[src/rtl/mem_port_arbiter.sv]
// Shares one single-ported memory between fetch and data stages: grants one
// requester at a time, holds the access for LATENCY cycles, returns data with a done pulse.
module mem_port_arbiter #(
  parameter int LATENCY = 2,
  parameter int AW      = 16,
  parameter int DW      = 16
) (
  input  logic          clk,
  input  logic          rst,
  input  logic          if_req,
  input  logic [AW-1:0] if_addr,
  output logic [DW-1:0] if_rdata,
  output logic          if_done,
  output logic          if_stall,
  input  logic          dm_req,
  input  logic          dm_wr,
  input  logic [AW-1:0] dm_addr,
  input  logic [DW-1:0] dm_wdata,
  output logic [DW-1:0] dm_rdata,
  output logic          dm_done,
  output logic          dm_stall,
  output logic          mem_enable,
  output logic          mem_wr,
  output logic [AW-1:0] mem_addr,
  output logic [DW-1:0] mem_wdata,
  input  logic [DW-1:0] mem_rdata,
  output logic          err
);

  typedef enum logic [1:0] {S_IDLE, S_ACCESS, S_DONE} state_t;

  typedef struct packed {
    logic          wr;
    logic [AW-1:0] addr;
    logic [DW-1:0] wdata;
  } acc_t;

  localparam logic OWN_IF = 1'b0;
  localparam logic OWN_DM = 1'b1;

  state_t        r_state, w_state_nxt;
  acc_t          r_acc, w_acc_nxt;
  logic          r_owner;
  logic          r_last_grant;
  logic [3:0]    r_cnt;
  logic [DW-1:0] r_if_rdata, r_dm_rdata;

  logic w_if_elig, w_dm_elig;
  logic w_grant, w_grant_dm;

  always_comb begin
    w_if_elig   = if_req;
    w_dm_elig   = dm_req;
    w_grant     = 1'b0;
    w_grant_dm  = 1'b0;
    w_state_nxt = r_state;
    w_acc_nxt   = r_acc;
    // The port completing this cycle may still hold req high; don't re-grant it.
    if (r_state == S_DONE) begin
      if (r_owner == OWN_DM) w_dm_elig = 1'b0;
      else                   w_if_elig = 1'b0;
    end
    case (r_state)
      S_ACCESS: if (r_cnt == 4'd0) w_state_nxt = S_DONE;
      default: begin
        w_grant     = w_if_elig | w_dm_elig;
        w_grant_dm  = w_dm_elig & (~w_if_elig | (r_last_grant == OWN_IF));
        w_state_nxt = w_grant ? S_ACCESS : S_IDLE;
        if (w_grant_dm) w_acc_nxt = '{wr: dm_wr, addr: dm_addr, wdata: dm_wdata};
        else            w_acc_nxt = '{wr: 1'b0,  addr: if_addr, wdata: '0};
      end
    endcase
  end

  always_ff @(posedge clk or negedge rst) begin
    if (!rst) begin
      r_state      <= S_IDLE;
      r_acc        <= '0;
      r_owner      <= OWN_IF;
      // Treated as if fetch was served last, so data wins the first contention.
      r_last_grant <= OWN_IF;
      r_cnt        <= 4'd0;
      r_if_rdata   <= '0;
      r_dm_rdata   <= '0;
    end else begin
      r_state <= w_state_nxt;
      if (w_grant) begin
        r_acc        <= w_acc_nxt;
        r_owner      <= w_grant_dm;
        r_last_grant <= w_grant_dm;
        r_cnt        <= 4'(LATENCY - 1);
      end else if (r_state == S_ACCESS) begin
        if (r_cnt != 4'd0) r_cnt <= r_cnt - 4'd1;
        if (r_cnt == 4'd0 && !r_acc.wr) begin
          if (r_owner == OWN_DM) r_dm_rdata <= mem_rdata;
          else                   r_if_rdata <= mem_rdata;
        end
      end
    end
  end

  assign mem_enable = (r_state == S_ACCESS);
  assign mem_wr     = (r_state == S_ACCESS) & r_acc.wr;
  assign mem_addr   = r_acc.addr;
  assign mem_wdata  = r_acc.wdata;

  assign if_done  = (r_state == S_DONE) & (r_owner == OWN_IF);
  assign dm_done  = (r_state == S_DONE) & (r_owner == OWN_DM);
  assign err      = (r_state == S_DONE) & r_acc.addr[0];
  assign if_rdata = r_if_rdata;
  assign dm_rdata = r_dm_rdata;

  assign if_stall = if_req & ~if_done;
  assign dm_stall = dm_req & ~dm_done;

endmodule
[config.mk]
export PLATFORM = sky130hd
export DESIGN_NAME = mem_port_arbiter
export DESIGN_NICKNAME = d
export VERILOG_FILES = /design/src/rtl/mem_port_arbiter.sv
export SDC_FILE = /design/constraint.sdc
export NUM_CORES = 1
export LEC_CHECK = 0
export ABC_AREA = 1
export CAP_MARGIN = 20
export CORE_AREA = 2 2 93 95
export CTS_CLUSTER_SIZE = 28
export DETAILED_ROUTE_END_ITERATION = 16
export DIE_AREA = 0 0 95 97
export PLACE_DENSITY_LB_ADDON = 0.15
export SYNTH_ARGS = -nofsm -noshare
export SYNTH_HDL_FRONTEND = slang
export SYNTH_SLANG_ARGS = --single-unit
[constraint.sdc]
create_clock -name clk -period 1.81 [get_ports clk]
set_input_delay 0.543 -clock clk [delete_from_list [all_inputs] [get_ports clk]]
set_output_delay 0.543 -clock clk [all_outputs]
set_load 0.02 [all_outputs]
==> results.cfg <==
[sta]
fin_skew_ps = 17.3
finalCritPeriodShare_pct = 98.3
setup-violations-final = 0
fin_ws_ps = 30.6
tightest_slew_ps = 419
period_minus_slack_ps = 1780
hold_violations = 0
relSlewSlack_pct = 72.0
slew_violations = 0
clock.fmax_mhz = 562
rsz0062_at_grt = true

[cts]
cts.sinks = 72
clk_pin_slew_worst_paths_ps = 80
hold_buffers = 0
h-tree-depth = 3
clock_path_buffers = 2
root_buffer = clkbuf_8
insertion_delay_ps = 350
cts_buffers = 9
cts_tree = built

[power_and_ir_drop]
p_leak_nw = 2.61
vdd_drop_max_uv = 978
power_density_mw_per_mm2 = 1680
power_mw = 8.40

[cells_and_area]
fin_nets = 620
postLayoutCellArea_mm2 = 0.00499
antenna_cells = 0
drive_gt1_share_pct = 11.9
area_growth_pct = 43.4
n_fill_cell = 782

[global_route]
grt_overflow = 0
antenna_found_initial = 0
grt_pass1_wl_mm = 14.3
grt_pass1_vias = 3019
grt_max_degree = 73
grtUsageTotal_pct = 19.7

[place]
routabilityCongestion = 0.785
dp_hpwl_mm = 6.08
io_buffers = 139
pre_cts_ws_ps = -496
dpl_cell_area_mm2 = 0.00488

[setup_path]
worstSetupPathType = flop to primary output
critPathSlowestCell = dfrtp_1
crit_path_max_incr_delay_ps = 420
r2r_slack_ps = 200
crit_path_frequent_cell = buf_4
reg2reg_depth = 6
critPathTopFamily = flip-flops
start_kind = flop
worstPathRequired_ps = 1270
cp_num_cells = 5
worstPathArrival_ps = 1240
crit_path_cell_trace = buf_4 -> nand3_4 -> nand2_2 -> inv_1 -> buf_4
worstPathMaxFanout = 3
critical_path_buf_inv_count = 3
cp-end-kind = primary output

[detailed_routing]
ant_nets = 0
vias_per_cell = 4.68
routed_wirelength_mm = 8.62
wire_per_inst_um = 13.1
firstDrtPassIters = 4
drc = 0
drtIter0Drc = 201
vias = 3086

[die]
ios = 140
dieArea_mm2 = 0.00922
start_util_pct = 42.8
rows = 33
fp.dieH_um = 97
coreArea_mm2 = 0.00813
die_w_um = 95

[hold_path]
hold_path_class = primary input to async pin

[logic_synthesis]
synth.distinct_cells = 21
synth-simple-area-share_pct = 30.1
netlist_instances = 425
syn_nets = 496
synthMuxAreaShare_pct = 0
synth_top_cell_by_area = dfrtp_1
ys_warn_count = 0
ys_top_cells_by_area = dfrtp_1 52%, nand2_1 23%, buf_4 8.0%
seq_area_frac_synth_pct = 51.8
synth_compound_area_share_pct = 5.50
synth_top_family_by_area = simple AND/OR/NAND/NOR gates
post_synth_xor_area_fraction_pct = 0
yosys.area_share.adder_pct = 0.719
syn_avg_cell_area_um2 = 8.18
synth_top_area_share_pct = 51.8
synth_seq_cells = 72
netlist_area_mm2 = 0.00348

[job]
maxCapViolCount = 0

[run_status]
status = complete, no violations
## what timing repair did
action	in CTS	in global routing
buffers inserted	1	0
gates resized for setup	102	10
endpoints found under the setup margin	71	7
## power by group
part / leakage, nW / total, mW / internal, mW / switching [mW]
sequential: 0.893 / 2.80 / 2.40 / 0.402
clock: 0.0814 / 1.11 / 0.494 / 0.621
combinational: 1.63 / 4.48 / 1.72 / 2.77
## logic make-up (layout without fill, tap and decap cells)
logic type | count (synthesis) | count (layout)
fa+ha+maj | 2 | 2
compound gates | 36 | 36
simple gates | 250 | 250
buf+inv | 65 | 194
flops | 72 | 72
## sequential cells by signal, indices dropped and copies added, names as in the netlist
name	count
dm_rdata	16
r_state	2
if_rdata	16
mem_addr	16
r_acc	1
mem_wdata	16
r_last_grant	1
r_cnt	4
## layer usage
layer / share of wire [%] / track usage, % / vias to the layer above
met2: 46 / 31.4 / 101
li1: - / - / 1554
met1: 44 / 26.0 / 1419
met4: 1.8 / 7.13 / 0
met5: 0 / 0 / -
met3: 7.5 / 4.83 / 12
## worst paths after layout
check | from | end
max | r_state[1] | if_stall
min | rst | mem_addr[3]
max reg2reg | r_cnt[0] | if_rdata[13]
min reg2reg | mem_wdata[7] | mem_wdata[7]
max in group asynchronous | rst | mem_addr[0]
min in group clk | mem_wdata[7] | mem_wdata[7]
## layout make-up
cell class	instances	area, um2	share of cell area [%]
well taps	105	131	2.63
flip-flops and latches	72	1800	36.1
clock inverters	7	46.3	0.928
repair buffers	163	1540	31.0
inverters	15	56.3	1.13
clock buffers	9	124	2.48
multi-input cells	288	1280	25.8
## cell usage in the layout, fill, tap and decap left out, types with 3 or more instances in the layout
master,netlist,routed
o21ai_0,33,33
nor2_4,3,3
inv_2,2,5
nand4_1,18,18
clkinvlp_4,0,3
nand3_1,6,5
buf_6,4,4
buf_12,0,5
clkbuf_8,0,9
dlygate4sd2_1,0,66
nand2_1,212,211
dfrtp_1,72,72
nor2_1,4,3
inv_1,13,10
clkinv_2,0,3
buf_4,37,22
clkdlybuf4s50_1,0,65
nand2_2,3,3
## through the flow
stage / std cells / TNS (ps) / hold WS [ps] / utilization (%)
after floorplan: 425 / 0 / 247 / -
after global placement: 642 / -5090 / 456 / 59.9
after detailed placement: 642 / -5260 / 459 / 59.9
after CTS: 659 / 0 / 202 / 61.1
after global routing: 659 / -87.4 / 220 / 61.3
final: 659 / 0 / 184 / 61.3
## worst register-to-register path: stages, from the launching register on
cell and delay (ps):
dfrtp_1 380, inv_1 140, ha_1 230, nand4_1 220, nor2_4 400, nand2_1 100, nand2_1 80
## Yosys cell counts
master,n
buf_6,4
buf_4,37
a21oi_4,1
nand3_2,1
nand3_1,6
nor2_1,4
and3_1,1
inv_2,2
buf_2,1
nand3_4,1
dfrtp_1,72
inv_1,13
a21oi_1,2
o21ai_0,33
nor2_4,3
nand4_1,18
nand2_2,3
clkbuf_1,8
ha_1,2
nor2_2,1
nand2_1,212
(Power assumes the default switching activity.)
